<file path="config.mk">
export PLATFORM = sky130hd
export DESIGN_NAME = imm_gen_pipe
export DESIGN_NICKNAME = d
export VERILOG_FILES = /design/src/rtl/imm_gen_pipe.sv
export SDC_FILE = /design/constraint.sdc
export NUM_CORES = 1
export LEC_CHECK = 0
export CAP_MARGIN = 20
export CORE_UTILIZATION = 55
export DETAILED_ROUTE_END_ITERATION = 10
export PLACE_DENSITY = 0.83
export SETUP_SLACK_MARGIN = 0.5
export SYNTH_ARGS = -nofsm -noshare
export SYNTH_HDL_FRONTEND = slang
export SYNTH_SLANG_ARGS = --single-unit
</file>
<file path="constraint.sdc">
create_clock -name clk -period 3.02 [get_ports clk]
set_input_delay 0.302 -clock clk [delete_from_list [all_inputs] [get_ports clk]]
set_output_delay 0.302 -clock clk [all_outputs]
set_load 0.005 [all_outputs]
</file>
<file path="src/rtl/imm_gen_pipe.sv">
// imm_gen_pipe: decode-stage immediate generator with a 2-entry skid FIFO on the output.
// Instructions arrive over valid/ready. Each one is decoded to a format code and an
// immediate sign- or zero-extended to XLEN. Results leave over valid/ready.
// in_ready is a function of registered occupancy only, so back-pressure never forms a
// combinational path from out_ready to in_ready.
module imm_gen_pipe #(
  parameter int unsigned XLEN         = 32,
  parameter bit          ENABLE_ZICSR = 1'b1,
  parameter int unsigned CNT_W        = 16
) (
  input  logic             clk,
  input  logic             rst_n,
  input  logic             flush,
  input  logic             in_valid,
  output logic             in_ready,
  input  logic [31:0]      in_instr,
  output logic             out_valid,
  input  logic             out_ready,
  output logic [XLEN-1:0]  out_imm,
  output logic [2:0]       out_fmt,
  output logic             out_illegal,
  output logic [CNT_W-1:0] illegal_cnt
);

  localparam bit IS_RV64 = (XLEN == 64);

  localparam logic [6:0] OPC_OP        = 7'b0110011;
  localparam logic [6:0] OPC_FENCE     = 7'b0001111;
  localparam logic [6:0] OPC_OP_IMM    = 7'b0010011;
  localparam logic [6:0] OPC_LOAD      = 7'b0000011;
  localparam logic [6:0] OPC_JALR      = 7'b1100111;
  localparam logic [6:0] OPC_STORE     = 7'b0100011;
  localparam logic [6:0] OPC_BRANCH    = 7'b1100011;
  localparam logic [6:0] OPC_LUI       = 7'b0110111;
  localparam logic [6:0] OPC_AUIPC     = 7'b0010111;
  localparam logic [6:0] OPC_JAL       = 7'b1101111;
  localparam logic [6:0] OPC_SYSTEM    = 7'b1110011;
  localparam logic [6:0] OPC_OP_IMM_32 = 7'b0011011;
  localparam logic [6:0] OPC_OP_32     = 7'b0111011;

  localparam logic [2:0] FMT_NONE    = 3'd0;
  localparam logic [2:0] FMT_I       = 3'd1;
  localparam logic [2:0] FMT_S       = 3'd2;
  localparam logic [2:0] FMT_B       = 3'd3;
  localparam logic [2:0] FMT_U       = 3'd4;
  localparam logic [2:0] FMT_J       = 3'd5;
  localparam logic [2:0] FMT_Z       = 3'd6;
  localparam logic [2:0] FMT_ILLEGAL = 3'd7;

  logic [6:0]      opcode;
  logic [2:0]      funct3;
  logic            is_shift;
  logic [XLEN-1:0] imm_i;
  logic [XLEN-1:0] imm_s;
  logic [XLEN-1:0] imm_b;
  logic [XLEN-1:0] imm_u;
  logic [XLEN-1:0] imm_j;
  logic [XLEN-1:0] imm_z;
  logic [XLEN-1:0] imm_shamt;
  logic [XLEN-1:0] imm_shamt_w;

  logic [XLEN-1:0] dec_imm;
  logic [2:0]      dec_fmt;
  logic            dec_ill;

  // Second (skid) entry; the head entry lives directly in the out_* registers.
  logic            tail_valid;
  logic [XLEN-1:0] tail_imm;
  logic [2:0]      tail_fmt;
  logic            tail_ill;

  logic push;
  logic pop;

  assign opcode   = in_instr[6:0];
  assign funct3   = in_instr[14:12];
  assign is_shift = (funct3 == 3'b001) || (funct3 == 3'b101);

  assign imm_i = XLEN'($signed(in_instr[31:20]));
  assign imm_s = XLEN'($signed({in_instr[31:25], in_instr[11:7]}));
  assign imm_b = XLEN'($signed({in_instr[31], in_instr[7], in_instr[30:25],
                                in_instr[11:8], 1'b0}));
  assign imm_u = XLEN'($signed({in_instr[31:12], 12'b0}));
  assign imm_j = XLEN'($signed({in_instr[31], in_instr[19:12], in_instr[20],
                                in_instr[30:21], 1'b0}));
  assign imm_z = XLEN'(in_instr[19:15]);

  // Shift amounts exclude funct7; RV64 OP-IMM uses a 6-bit shamt, word shifts use 5 bits.
  assign imm_shamt   = IS_RV64 ? XLEN'(in_instr[25:20]) : XLEN'(in_instr[24:20]);
  assign imm_shamt_w = XLEN'(in_instr[24:20]);

  // Full occupancy is exactly "tail holds an entry", which is a registered bit.
  assign in_ready = ~tail_valid;
  assign push     = in_valid & in_ready;
  assign pop      = out_valid & out_ready;

  // Decode format and immediate of the incoming instruction.
  always_comb begin
    dec_imm = '0;
    dec_fmt = FMT_ILLEGAL;
    dec_ill = 1'b1;
    if (in_instr[1:0] == 2'b11) begin
      case (opcode)
        OPC_OP, OPC_FENCE: begin
          dec_fmt = FMT_NONE;
          dec_ill = 1'b0;
        end
        OPC_OP_IMM: begin
          dec_fmt = FMT_I;
          dec_ill = 1'b0;
          dec_imm = is_shift ? imm_shamt : imm_i;
        end
        OPC_LOAD, OPC_JALR: begin
          dec_fmt = FMT_I;
          dec_ill = 1'b0;
          dec_imm = imm_i;
        end
        OPC_STORE: begin
          dec_fmt = FMT_S;
          dec_ill = 1'b0;
          dec_imm = imm_s;
        end
        OPC_BRANCH: begin
          dec_fmt = FMT_B;
          dec_ill = 1'b0;
          dec_imm = imm_b;
        end
        OPC_LUI, OPC_AUIPC: begin
          dec_fmt = FMT_U;
          dec_ill = 1'b0;
          dec_imm = imm_u;
        end
        OPC_JAL: begin
          dec_fmt = FMT_J;
          dec_ill = 1'b0;
          dec_imm = imm_j;
        end
        OPC_SYSTEM: begin
          dec_ill = 1'b0;
          if (ENABLE_ZICSR && funct3[2]) begin
            dec_fmt = FMT_Z;
            dec_imm = imm_z;
          end else begin
            dec_fmt = FMT_NONE;
          end
        end
        OPC_OP_IMM_32: begin
          if (IS_RV64) begin
            dec_fmt = FMT_I;
            dec_ill = 1'b0;
            dec_imm = is_shift ? imm_shamt_w : imm_i;
          end
        end
        OPC_OP_32: begin
          if (IS_RV64) begin
            dec_fmt = FMT_NONE;
            dec_ill = 1'b0;
          end
        end
        default: begin
          dec_fmt = FMT_ILLEGAL;
        end
      endcase
    end
  end

  // Two-entry FIFO: head drives out_*, tail absorbs one extra entry while the consumer stalls.
  always_ff @(posedge clk) begin
    if (!rst_n) begin
      out_valid   <= 1'b0;
      out_imm     <= '0;
      out_fmt     <= FMT_NONE;
      out_illegal <= 1'b0;
      tail_valid  <= 1'b0;
      tail_imm    <= '0;
      tail_fmt    <= FMT_NONE;
      tail_ill    <= 1'b0;
    end else if (flush) begin
      out_valid  <= 1'b0;
      tail_valid <= 1'b0;
    end else if (pop) begin
      // A full FIFO cannot push, so tail promotion and push never coincide.
      if (tail_valid) begin
        out_imm     <= tail_imm;
        out_fmt     <= tail_fmt;
        out_illegal <= tail_ill;
        tail_valid  <= 1'b0;
      end else if (push) begin
        out_imm     <= dec_imm;
        out_fmt     <= dec_fmt;
        out_illegal <= dec_ill;
      end else begin
        out_valid <= 1'b0;
      end
    end else if (push) begin
      if (!out_valid) begin
        out_valid   <= 1'b1;
        out_imm     <= dec_imm;
        out_fmt     <= dec_fmt;
        out_illegal <= dec_ill;
      end else begin
        tail_valid <= 1'b1;
        tail_imm   <= dec_imm;
        tail_fmt   <= dec_fmt;
        tail_ill   <= dec_ill;
      end
    end
  end

  // Saturating count of accepted illegal instructions; flush does not undo it.
  always_ff @(posedge clk) begin
    if (!rst_n) begin
      illegal_cnt <= '0;
    end else if (push && dec_ill && (illegal_cnt != {CNT_W{1'b1}})) begin
      illegal_cnt <= illegal_cnt + CNT_W'(1);
    end
  end

endmodule

</file>
==> impl_results.rst, run 1 <==
.. list-table::
   :header-rows: 1

   * - Metric
     - Value
   * - Setup crit start
     - in_instr[5]
   * - Final-stage net count
     - 634
   * - Hold Vio Cnt, Final
     - 0
   * - Post-detailed-route count of antenna-violating nets
     - 0
   * - Worst IR Drop VDD
     - approximately 0.00029 V
   * - Number of clock buffers inserted by TritonCTS
     - 9
   * - Power density over cell area
     - 452 nW/um^2
   * - Portion of synthesized cell area occupied by the leading cell type
     - between 40% and 50%
   * - Kind of launch point of the worst setup path
     - input pin
   * - H-tree levels
     - 3
   * - Die Wd
     - between 90 and 100 um
   * - Count of routing violations after the opening detailed-route iteration
     - 341
   * - Total vias in the final route
     - 4,403
   * - Top Usage Layer GRT
     - met2
   * - Global placer's final weighted congestion
     - 0.979
   * - Port bufs
     - 90
   * - Worst Path Class, Setup
     - input pin to flip-flop
   * - Worst relative slew slack
     - between 50% and 60%
   * - Cell Rows
     - 31
   * - Post-CTS setup buffers
     - 0
   * - Post-synthesis instance area
     - around 4300 um^2
   * - Largest area contributor in the synthesized netlist
     - sky130_fd_sc_hd__dfxtp_1
   * - Final TNS setup
     - 0 ns
   * - Later-pin clock latency in the skew report
     - 0.35 ns
   * - Area contributors post-synth
     - sky130_fd_sc_hd__dfxtp_1, sky130_fd_sc_hd__a21oi_1, sky130_fd_sc_hd__o21ai_0
   * - Layout-stage area growth over the synthesis result
     - 28.9%
   * - Worst EP required
     - 3.29 ns
   * - Clock power share
     - 36.9%
   * - Global routing usage on met1
     - 39.6%
   * - Area of the multi-input gates
     - 2300 um^2
   * - Endpoint arrival time on the critical path
     - 2.58 ns
   * - Clk sink count
     - 90
   * - Router iterations before antenna repair
     - 6
   * - Boundary Pins
     - 91
   * - Final max-slew violation count
     - 0
   * - All-layer global routing usage
     - about 30%
   * - Slew at the pin closest to its max-slew limit
     - 0.725 ns
   * - Startpoint of the most critical register-to-register path
     - illegal_cnt[0]
   * - Root buf cell
     - sky130_fd_sc_hd__clkbuf_8
   * - Post-placement cell count
     - 684
   * - Final-report setup violation count
     - 0
   * - Final Non-Filler Cells
     - 700
   * - Crit. End Element
     - flip-flop
   * - Cell internal pwr
     - 1.88 mW
   * - Top achievable clock speed
     - 433 MHz
   * - Net count after synthesis
     - 554
   * - MaxCap Viol Count
     - 0
   * - Critical path fanouts, max
     - 11
   * - Number of synthesized flops with an enable pin
     - 0
   * - Maximum clock insertion buffer count
     - 2
   * - Ratio of cells with drive above 1 in the final layout
     - 10.5%
   * - Placeable core region
     - 7410 um^2
   * - FF/Latch Area
     - approximately 1800 um^2
   * - Die Y
     - 90.4 um
   * - TritonCTS clock tree
     - yes
   * - Relative contribution of combinational cells to total power
     - 13.3%
   * - Global-route track usage on met3
     - 4.88%
   * - Post-detailed-placement half-perimeter wirelength
     - 8260 um
   * - Setup repair after global routing missed its margin
     - no
   * - Switching Share
     - 25.0%
   * - Post-layout minimum cycle time
     - around 2.3 ns
   * - Post-synthesis instance total
     - 516
   * - First-pass GRT wire length
     - 19,900 um
   * - Predominant post-synthesis flop cell
     - sky130_fd_sc_hd__dfxtp_1
   * - Filler Cells Inserted
     - 556
   * - Worst clock skew on the final layout
     - 0.00977 ns
   * - Synthesized area per cell
     - 8.34 um^2
   * - Cell with the most instances after synthesis
     - sky130_fd_sc_hd__dfxtp_1
   * - Leading cell types by count after synthesis
     - sky130_fd_sc_hd__dfxtp_1, sky130_fd_sc_hd__a21oi_1, sky130_fd_sc_hd__nand2_1
   * - Total die area
     - 8180 um^2
   * - Number of antenna violations at the first check in global routing
     - 0
   * - Starting density of the core
     - 58.1%
   * - Clock transition at the registers of the reported paths
     - 0.09 ns
   * - Vias in the first global route
     - 4,143
   * - Total Routed Length
     - 12,300 um
   * - Met2 Use GR
     - 48.5%
   * - Worst Hold Launch
     - tail_imm[9]
   * - Sequential share of the synthesized area
     - 41.9%
   * - # resized after CTS
     - 0
   * - Residual overflow from global routing
     - 0
   * - Reg power frac
     - 49.8%
   * - Unique cell type count in the Yosys netlist
     - slightly below 60
   * - Count of yosys warnings during synthesis
     - 0
   * - Result of the run
     - complete, no violations
   * - Switching component of the power
     - 0.625 mW
   * - Path type of the worst min-delay path
     - flip-flop to flip-flop
   * - Proportion of register bits with asynchronous set or reset after synthesis
     - 0%
   * - Final clock period utilization by the worst path
     - between 70% and 80%
   * - Hold buffer count at cts
     - 0
   * - Post-DR vias/cell
     - approximately 6.3
   * - Synthesis-stage register bit count
     - 90
   * - Diodes inserted
     - 0
   * - DRC violations left
     - 0
   * - Total Power Consumption
     - 2.50 mW
   * - Leakage power total
     - 1.82 nW
   * - Largest net degree at the start of global routing
     - 54
   * - Drt wl/cell
     - 17.6 um
==> final cells by class <==
| type | count | share of cell area [%] |
|---|---|---|
| inverters | 8 | 0.542 |
| clock buffers | 11 | 2.55 |
| repair buffers | 111 | 19.1 |
| well taps | 99 | 2.23 |
| clock inverters | 5 | 1.53 |
| flip-flops and latches | 90 | 32.5 |
| multi-input cells | 376 | 41.5 |
==> power by group through the flow <==
stage                     clock network (mW)  registers, mW  logic [mW]
after floorplan                            0           1.27       0.160
after global placement                     0           1.27       0.322
after detailed placement                   0           1.27       0.327
after CTS                              0.928           1.25       0.330
after global routing                   0.971           1.25       0.357
final                                  0.923           1.25       0.333
==> through the flow <==
step                      util, %  hold slack [ns]  area (um^2)  setup slack (ns)
after floorplan                 -            0.412         4300              1.21
after global placement       71.8            0.440         5320             0.505
after detailed placement     71.8            0.452         5320             0.421
after CTS                    74.8            0.463         5540             0.784
after global routing         74.8            0.484         5540             0.610
final                        74.8            0.463         5540             0.711
==> kinds of logic (layout without fill, tap and decap cells) <==
family,count (synthesis),count (layout),synth area share [%]
compound gates,196,196,30.7
simple gates,173,173,20.8
flops,90,90,41.9
mux,6,6,1.40
buf+inv,50,135,4.97
fa+ha+maj,1,1,0.291
==> worst paths after layout <==
kind | to | slack [ns] | depth (start not counted)
setup / recovery | out_imm[24] | 0.71 | 7
hold / removal | tail_imm[9] | 0.46 | 2
setup reg to reg | illegal_cnt[4] | 0.81 | 7
hold reg to reg | tail_imm[9] | 0.46 | 2
==> layout by cell type, fill, tap and decap left out, drive strengths merged, types with 2 or more instances in the layout <==
master,Yosys,routed
or3,6,6
or2,2,2
a222oi,4,4
and3,2,2
a2111oi,4,4
a21o,2,2
nand4,3,3
o31ai,8,8
and4,2,2
and2,6,6
o211ai,4,4
clkbuf,27,11
dfxtp,90,90
o21ai,64,64
clkdlybuf4s50,0,90
a221oi,20,20
buf,15,21
inv,7,8
nand2,66,66
a211oi,3,3
a211o,2,2
clkinv,1,2
a311oi,2,2
a21oi,72,72
nor4,5,5
nor2b,3,3
nor3b,3,3
nand2b,6,6
nor2,16,16
or4,7,7
nor3,12,12
nand3b,2,2
mux2i,6,6
bufinv,0,2
nand3,30,30
a32o,2,2
==> flip-flops by register name (all words and copies together) (netlist names) <==
name         count
out_imm         32
tail_ill         1
out_illegal      1
tail_imm        32
tail_fmt         3
out_valid        1
out_fmt          3
tail_valid       1
illegal_cnt     16
==> metal layers <==
metal | share of wire, % | wire length, um
met1 | 44 | 5450
met2 | 47 | 5810
met3 | 7.0 | 861
met4 | 1.7 | 215
met5 | 0 | 0
==> critical path, cell delays in order <==
cell and delay (ns):
sky130_fd_sc_hd__clkdlybuf4s50_1 0.71, sky130_fd_sc_hd__and3b_1 0.33, sky130_fd_sc_hd__o21ai_1 0.12, sky130_fd_sc_hd__a211oi_2 0.36
sky130_fd_sc_hd__a21oi_1 0.27, sky130_fd_sc_hd__buf_4 0.25, sky130_fd_sc_hd__a221oi_2 0.24
Note: power is estimated with default switching activity, not from simulation.
==> run 2: changes to the inputs <==
--- a/config.mk
+++ b/config.mk
@@ -6,9 +6,9 @@
 export NUM_CORES = 1
 export LEC_CHECK = 0
 export CAP_MARGIN = 20
-export CORE_UTILIZATION = 55
+export CORE_UTILIZATION = 46
 export DETAILED_ROUTE_END_ITERATION = 10
-export PLACE_DENSITY = 0.83
+export PLACE_DENSITY = 0.74
 export SETUP_SLACK_MARGIN = 0.5
 export SYNTH_ARGS = -nofsm -noshare
 export SYNTH_HDL_FRONTEND = slang
==> constraint.sdc (replaced) <==
create_clock -name clk -period 2.1 [get_ports clk]
set_input_delay 0.21 -clock clk [delete_from_list [all_inputs] [get_ports clk]]
set_output_delay 0.21 -clock clk [all_outputs]
set_load 0.005 [all_outputs]
==> impl_results.rst, run 2 (synthesized netlist as in run 1, its figures left out) <==
.. list-table::
   :header-rows: 1

   * - Metric
     - Value
   * - Crit. End Element
     - flip-flop (unchanged)
   * - Worst Hold Launch
     - out_ready (was tail_imm[9])
   * - H-tree levels
     - 3 (unchanged)
   * - Worst Hold Depth
     - 2 (unchanged)
   * - First-pass GRT wire length
     - 22,800 um (was 19,900 um)
   * - Tightest hold margin
     - 0.275 ns (was 0.463 ns)
   * - Post-DR vias/cell
     - 6.30 (was 6.29)
   * - Die Wd
     - 98.7 um (was 90.4 um)
   * - Total Power Consumption
     - 3.86 mW (was 2.50 mW)
   * - Count of routing violations after the opening detailed-route iteration
     - 509 (was 341)
   * - Placeable core region
     - 8890 um^2 (was 7410 um^2)
   * - Post-placement cell count
     - 725 (was 684)
   * - Worst relative slew slack
     - 64.7% (was 51.7%)
   * - Number of antenna violations at the first check in global routing
     - 0 (unchanged)
   * - Total die area
     - 9740 um^2 (was 8180 um^2)
   * - MaxCap Viol Count
     - 0 (unchanged)
   * - Startpoint of the most critical register-to-register path
     - illegal_cnt[1] (was illegal_cnt[0])
   * - DRC violations left
     - 0 (unchanged)
   * - Register-to-Register Setup Slack
     - 0.33 ns (was 0.81 ns)
   * - Final-report setup violation count
     - 0 (unchanged)
   * - Endpoint arrival time on the critical path
     - 2.01 ns (was 2.58 ns)
   * - Later-pin clock latency in the skew report
     - 0.36 ns (was 0.35 ns)
   * - CP top delay family
     - compound AO/OA/AOI/OAI gates (unchanged)
   * - Ratio of cells with drive above 1 in the final layout
     - 29.7% (was 10.5%)
   * - Total vias in the final route
     - 4,862 (was 4,403)
   * - Clk sink count
     - 90 (unchanged)
   * - Final Non-Filler Cells
     - 772 (was 700)
   * - Kind of launch point of the worst setup path
     - flip-flop (was input pin)
   * - Port bufs
     - 90 (unchanged)
   * - Cell Rows
     - 34 (was 31)
   * - Drt wl/cell
     - 19.2 um (was 17.6 um)
   * - Worst EP required
     - 2.34 ns (was 3.29 ns)
   * - Worst Path Class, Setup
     - flip-flop to flip-flop (was input pin to flip-flop)
   * - Power density over cell area
     - 587 nW/um^2 (was 452 nW/um^2)
   * - Cell count of the worst reg-to-reg path
     - 7 (unchanged)
   * - All-layer global routing usage
     - 29.3% (was 29.8%)
   * - Hold buffer count at cts
     - 0 (unchanged)
   * - Global placer's final weighted congestion
     - 0.865 (was 0.979)
   * - Largest registers ranked by flip-flop count
     - out_imm (32), tail_imm (32), illegal_cnt (16) (unchanged)
   * - Final TNS setup
     - 0 ns (unchanged)
   * - Setup repair after global routing missed its margin
     - yes (was no)
   * - Largest net degree at the start of global routing
     - 40 (was 54)
   * - Reg2Reg Capture Point
     - illegal_cnt[7] (was illegal_cnt[4])
   * - Top achievable clock speed
     - ~570 MHz
   * - Post-detailed-placement half-perimeter wirelength
     - 9070 um (was 8260 um)
   * - Final-stage net count
     - 698 (was 634)
   * - Starting density of the core
     - 48.4% (was 58.1%)
   * - Post-layout minimum cycle time
     - 1.77 ns
   * - CP cell instances
     - ha_4 -> and3_4 -> nand4_1 -> nor2_4 -> bufbuf_16 -> o31ai_1 -> a21oi_2 (was clkdlybuf4s50_1 -> and3b_1 -> o21ai_1 -> a211oi_2 -> a21oi_1 -> buf_4 -> a221oi_2)
   * - Worst IR Drop VDD
     - 0.000495 V (was 0.000289 V)
   * - Buf/Inv on CP
     - 1 (was 2)
   * - Cell at the slowest stage of the critical path
     - sky130_fd_sc_hd__o31ai_1 (was sky130_fd_sc_hd__clkdlybuf4s50_1)
   * - Path type of the worst min-delay path
     - input pin to flip-flop (was flip-flop to flip-flop)
   * - Root buf cell
     - sky130_fd_sc_hd__clkbuf_8 (unchanged)
   * - Router iterations before antenna repair
     - 5 (was 6)
   * - Number of clock buffers inserted by TritonCTS
     - 9 (unchanged)
   * - Critical path fanouts, max
     - 6 (was 11)
   * - Worst clock skew on the final layout
     - 0.00665 ns (was 0.00977 ns)
   * - DP Worst Slack
     - -0.201 ns (was 0.421 ns)
   * - Vias in the first global route
     - 4,488 (was 4,143)
   * - Slew at the pin closest to its max-slew limit
     - 0.529 ns (was 0.725 ns)
   * - Post-detailed-route count of antenna-violating nets
     - 0 (unchanged)
   * - Result of the run
     - complete, no violations (unchanged)
   * - Boundary Pins
     - 91 (unchanged)
   * - Most used cells in the layout excluding fill and tap cells
     - sky130_fd_sc_hd__clkdlybuf4s50_1, sky130_fd_sc_hd__dfxtp_1, sky130_fd_sc_hd__nand2_1 (was sky130_fd_sc_hd__dfxtp_1, sky130_fd_sc_hd__clkdlybuf4s50_1, sky130_fd_sc_hd__a21oi_1)
   * - Final clock period utilization by the worst path
     - 84.2%
   * - Endpoint, Worst Hold
     - tail_valid (was tail_imm[9])
   * - Diodes inserted
     - 0 (unchanged)
   * - TritonCTS clock tree
     - yes (unchanged)
   * - Crit-path max cell delay
     - 0.37 ns (was 0.71 ns)
   * - Die Y
     - 98.7 um (was 90.4 um)
   * - Hold Vio Cnt, Final
     - 0 (unchanged)
   * - Clock transition at the registers of the reported paths
     - 0.09 ns (about the same)
   * - Layout-stage area growth over the synthesis result
     - 52.9% (was 28.9%)
   * - Final max-slew violation count
     - 0 (unchanged)
   * - Maximum clock insertion buffer count
     - 2 (unchanged)
   * - Residual overflow from global routing
     - 0 (unchanged)
   * - Total Routed Length
     - 14,800 um (was 12,300 um)
   * - Leakage power total
     - 2.33 nW (was 1.82 nW)
   * - Most common cell after layout, fill and taps aside
     - sky130_fd_sc_hd__clkdlybuf4s50_1
   * - Setup WS post-layout
     - 0.332 ns (was 0.711 ns)
run 2: cell count changes in the layout (fill, tap and decap cells not counted), moves of 6 or more:
cell,delta
sky130_fd_sc_hd__buf_6,+13
sky130_fd_sc_hd__o21ai_0,-21
sky130_fd_sc_hd__a21oi_2,+9
sky130_fd_sc_hd__buf_4,+39
sky130_fd_sc_hd__dlygate4sd2_1,+6
sky130_fd_sc_hd__dfxtp_1,-13
sky130_fd_sc_hd__clkdlybuf4s50_1,-11
sky130_fd_sc_hd__a21oi_1,-10
sky130_fd_sc_hd__dfxtp_2,+8
sky130_fd_sc_hd__o21ai_1,+14
sky130_fd_sc_hd__buf_12,+7
sky130_fd_sc_hd__nor3_1,-7
sky130_fd_sc_hd__o21ai_2,+7
run 2: metrics by stage:
stage	area [um^2]	utilization, %
2_1_floorplan	4340	-
3_3_place_gp	5650	63.6
3_5_place_dp	5650	63.6
4_1_cts	6290	70.8
5_1_grt	6580	74.0
6_report	6580	74.0
run 2: cell type report:
class	instances	area [um^2]
multi-input combinational	376	2620
fill	641	2310
sequential	90	1830
timing repair buffer	175	1720
tap	108	135
clock buffer	9	124
clock inverter	6	115
inverter	8	30.0
run 2: layer usage:
layer,global-route usage [%],up-vias,routed length [um]
li1,-,2210,-
met1,39.6,2341,6140
met2,48.4,270,7160
met3,4.82,41,1160
met4,8.27,0,350
met5,0,-,0
run 2: how the worst max path moves through the flow:
| stage | start | slack [ns] | endpoint | cells after the start |
|---|---|---|---|---|
| 6_report | illegal_cnt[1] | 0.33 | illegal_cnt[7] | 7 |
| 5_1_grt | tail_valid | 0.28 | out_fmt[2] | 7 |
| 4_1_cts | tail_valid | 0.39 | out_imm[15] | 8 |
| 3_5_place_dp | in_instr[6] | -0.20 | illegal_cnt[9] | 8 |
| 3_3_place_gp | in_instr[6] | -0.13 | illegal_cnt[13] | 8 |
| 2_1_floorplan | in_instr[2] | 0.44 | out_imm[17] | 5 |
run 2: timing repair:
item	4_1_cts	5_1_grt
gates resized for setup	82	61
setup buffers	21	8
pin swaps	30	17
hold endpoints to repair	0	0
endpoints found under the setup margin	84	86
gates cloned	2	1
run 2: where the power goes:
group / switching [mW] / internal [mW]
sequential: 0.0392 / 1.75
clock: 0.650 / 0.793
combinational: 0.301 / 0.323
==> run 3: changes to the inputs <==
==> constraint.sdc (replaced) <==
create_clock -name clk -period 1.6 [get_ports clk]
set_input_delay 0.16 -clock clk [delete_from_list [all_inputs] [get_ports clk]]
set_output_delay 0.16 -clock clk [all_outputs]
set_load 0.005 [all_outputs]
==> impl_results.rst, run 3 (synthesized netlist as in run 1, its figures left out) <==
.. list-table::
   :header-rows: 1

   * - Metric
     - Value
   * - Cell repeated most along the worst path
     - sky130_fd_sc_hd__buf_6
   * - Post-layout minimum cycle time
     - 1.90 ns (was 1.77 ns)
   * - Drt wl/cell
     - 27.8 um (was 19.2 um)
   * - Post-DR vias/cell
     - 7.11 (was 6.30)
   * - Setup repair after global routing missed its margin
     - yes (unchanged)
   * - Worst relative slew slack
     - 57.8% (was 64.7%)
   * - Maximum clock insertion buffer count
     - 2 (unchanged)
   * - Number of clock buffers inserted by TritonCTS
     - 9 (unchanged)
   * - Clock transition at the registers of the reported paths
     - 0.12 ns (was 0.09 ns)
   * - TritonCTS clock tree
     - yes (unchanged)
   * - Top achievable clock speed
     - 526 MHz (was 566 MHz)
   * - FF/Latch Area
     - 1890 um^2 (was 1830 um^2)
   * - Worst clock skew on the final layout
     - 0.0248 ns (was 0.00665 ns)
   * - Post-placement cell count
     - 755 (was 725)
   * - Ratio of cells with drive above 1 in the final layout
     - 61.8% (was 29.7%)
   * - Starting density of the core
     - 48.4% (unchanged)
   * - Leakage power total
     - 3.03 nW (was 2.33 nW)
   * - Die Wd
     - 98.7 um (unchanged)
   * - All-layer global routing usage
     - 36.0% (was 29.3%)
   * - Setup WS post-layout
     - -0.299 ns (was 0.332 ns)
   * - Kind of launch point of the worst setup path
     - flip-flop (unchanged)
   * - Router iterations before antenna repair
     - 6 (was 5)
   * - Endpoint arrival time on the critical path
     - 2.18 ns (was 2.01 ns)
   * - Worst IR Drop VDD
     - 0.000584 V (was 0.000495 V)
   * - Port bufs
     - 90 (unchanged)
   * - Final clock period utilization by the worst path
     - 119% (was 84.2%)
   * - CP cell instances
     - or2_4 -> a211oi_4 -> buf_6 -> buf_6 -> o21ai_1 -> a221oi_2 (was ha_4 -> and3_4 -> nand4_1 -> nor2_4 -> bufbuf_16 -> o31ai_1 -> a21oi_2)
   * - Cell at the slowest stage of the critical path
     - sky130_fd_sc_hd__dfxtp_4 (was sky130_fd_sc_hd__o31ai_1)
   * - Root buf cell
     - sky130_fd_sc_hd__clkbuf_8 (unchanged)
   * - Filler Cells Inserted
     - 311 (was 641)
   * - Largest registers ranked by flip-flop count
     - out_imm (32), tail_imm (32), illegal_cnt (16) (unchanged)
   * - First-pass GRT wire length
     - 27,600 um (was 22,800 um)
   * - Violated checks
     - setup timing
   * - Crit. End Element
     - flip-flop (unchanged)
   * - Clk sink count
     - 90 (unchanged)
   * - MaxCap Viol Count
     - 0 (unchanged)
   * - Path type of the worst min-delay path
     - input pin to flip-flop (unchanged)
   * - DRC violations left
     - 0 (unchanged)
   * - Later-pin clock latency in the skew report
     - 0.41 ns (was 0.36 ns)
   * - Total Routed Length
     - 23,600 um (was 14,800 um)
   * - Hold Vio Cnt, Final
     - 0 (unchanged)
   * - Critical path fanouts, max
     - 7 (was 6)
   * - Final-stage net count
     - 772 (was 698)
   * - Worst EP required
     - 1.88 ns (was 2.34 ns)
   * - Result of the run
     - finished, violations left (was complete, no violations)
   * - Placeable core region
     - 8890 um^2 (unchanged)
   * - Most used cells in the layout excluding fill and tap cells
     - sky130_fd_sc_hd__buf_4, sky130_fd_sc_hd__buf_6, sky130_fd_sc_hd__nand2_1 (was sky130_fd_sc_hd__clkdlybuf4s50_1, sky130_fd_sc_hd__dfxtp_1, sky130_fd_sc_hd__nand2_1)
   * - Total die area
     - 9740 um^2 (unchanged)
   * - Most common cell after layout, fill and taps aside
     - sky130_fd_sc_hd__buf_4 (was sky130_fd_sc_hd__clkdlybuf4s50_1)
   * - Worst Path Class, Setup
     - flip-flop to flip-flop (unchanged)
   * - Largest net degree at the start of global routing
     - 35 (was 40)
   * - Slew at the pin closest to its max-slew limit
     - 0.633 ns (was 0.529 ns)
   * - Vias in the first global route
     - 5,367 (was 4,488)
   * - Tightest hold margin
     - 0.0843 ns (was 0.275 ns)
   * - Final max-slew violation count
     - 0 (unchanged)
   * - Cell Rows
     - 34 (unchanged)
   * - Number of antenna violations at the first check in global routing
     - 1 (was 0)
   * - Total vias in the final route
     - 6,020 (was 4,862)
   * - Residual overflow from global routing
     - 0 (unchanged)
   * - Count of routing violations after the opening detailed-route iteration
     - 784 (was 509)
   * - Hold buffer count at cts
     - 0 (unchanged)
   * - Area of the multi-input gates
     - 3190 um^2 (was 2620 um^2)
   * - Layout-stage area growth over the synthesis result
     - 87.0% (was 52.9%)
   * - Final-report setup violation count
     - 86 (was 0)
   * - H-tree levels
     - 3 (unchanged)
   * - Crit-path max cell delay
     - 0.40 ns (was 0.37 ns)
   * - Post-detailed-placement half-perimeter wirelength
     - 9930 um (was 9070 um)
   * - Total Power Consumption
     - 5.07 mW (was 3.86 mW)
   * - Final Non-Filler Cells
     - 847 (was 772)
   * - Boundary Pins
     - 91 (unchanged)
   * - Die Y
     - 98.7 um (unchanged)
   * - Post-detailed-route count of antenna-violating nets
     - 0 (unchanged)
   * - Global placer's final weighted congestion
     - 0.886 (was 0.865)
   * - Diodes inserted
     - 0 (unchanged)
   * - Power density over cell area
     - 630 nW/um^2 (was 587 nW/um^2)
## run 3: cell count changes in the layout (fill, tap and decap cells not counted), sizes merged
| cell | delta |
|---|---|
| buf | +90 |
| clkdlybuf4s15 | +18 |
| bufinv | -3 |
| clkdlybuf4s50 | -54 |
| dlymetal6s2s | +4 |
| clkbuf | +21 |
| dlygate4sd2 | -2 |
| bufbuf | -1 |
| clkinvlp | +2 |
## run 3: final timing paths
| kind | startpoint | to | slack, ns | cells past startpoint |
|---|---|---|---|---|
| setup / recovery | tail_valid | out_imm[21] | -0.30 | 6 |
| hold reg to reg | out_valid | tail_valid | 0.48 | 1 |
| setup reg to reg | tail_valid | out_imm[21] | -0.30 | 6 |
| hold / removal | in_instr[12] | out_imm[12] | 0.08 | 3 |
## run 3: power by group
part	internal (mW)	switching (mW)	total, mW	leakage (nW)
registers	2.31	0.0639	2.37	0.757
logic	0.520	0.553	1.07	2.19
clock network	0.616	1.00	1.62	0.0859
total	3.45	1.62	5.07	3.03
## run 3: what timing repair did
item / CTS / global route
setup buffers: 47 / 18
endpoints found under the setup margin: 142 / 125
gates cloned: 5 / 6
pin swaps: 43 / 40
gates resized for setup: 327 / 181
## run 3: critical path, delay by kind of cell, from the launching register on
family / cells / cell delay [ns]
compound gates: 3 / 0.77
flops: 1 / 0.40
buf+inv: 2 / 0.33
simple gates: 1 / 0.27
## run 3: area by class of cell
type	instances	area share, %
Clock buffer	11	1.76
Clock inverter	5	0.467
Inverter	8	0.436
Multi-Input combinational cell	376	39.7
Sequential cell	90	23.5
Tap cell	108	1.68
Timing Repair Buffer	249	32.5
## run 3: layer usage
metal | track usage [%] | wire length (um) | share of wire (%)
met3 | 5.96 | 2850 | 12
met2 | 60.7 | 10600 | 45
met1 | 44.8 | 8020 | 34
met4 | 17.9 | 2080 | 8.8
met5 | 0 | 11 | 0.047
## run 3: per-stage QoR
step	setup slack [ns]	utilization [%]	instance area [um^2]	TNS, ns
after floorplan	-0.0120	-	4710	-0.190
after global placement	-0.629	68.9	6120	-42.14
after detailed placement	-0.676	68.9	6120	-45.21
after CTS	-0.0981	81.7	7260	-2.30
after global routing	-0.430	90.5	8040	-14.51
final	-0.299	90.5	8040	-12.50
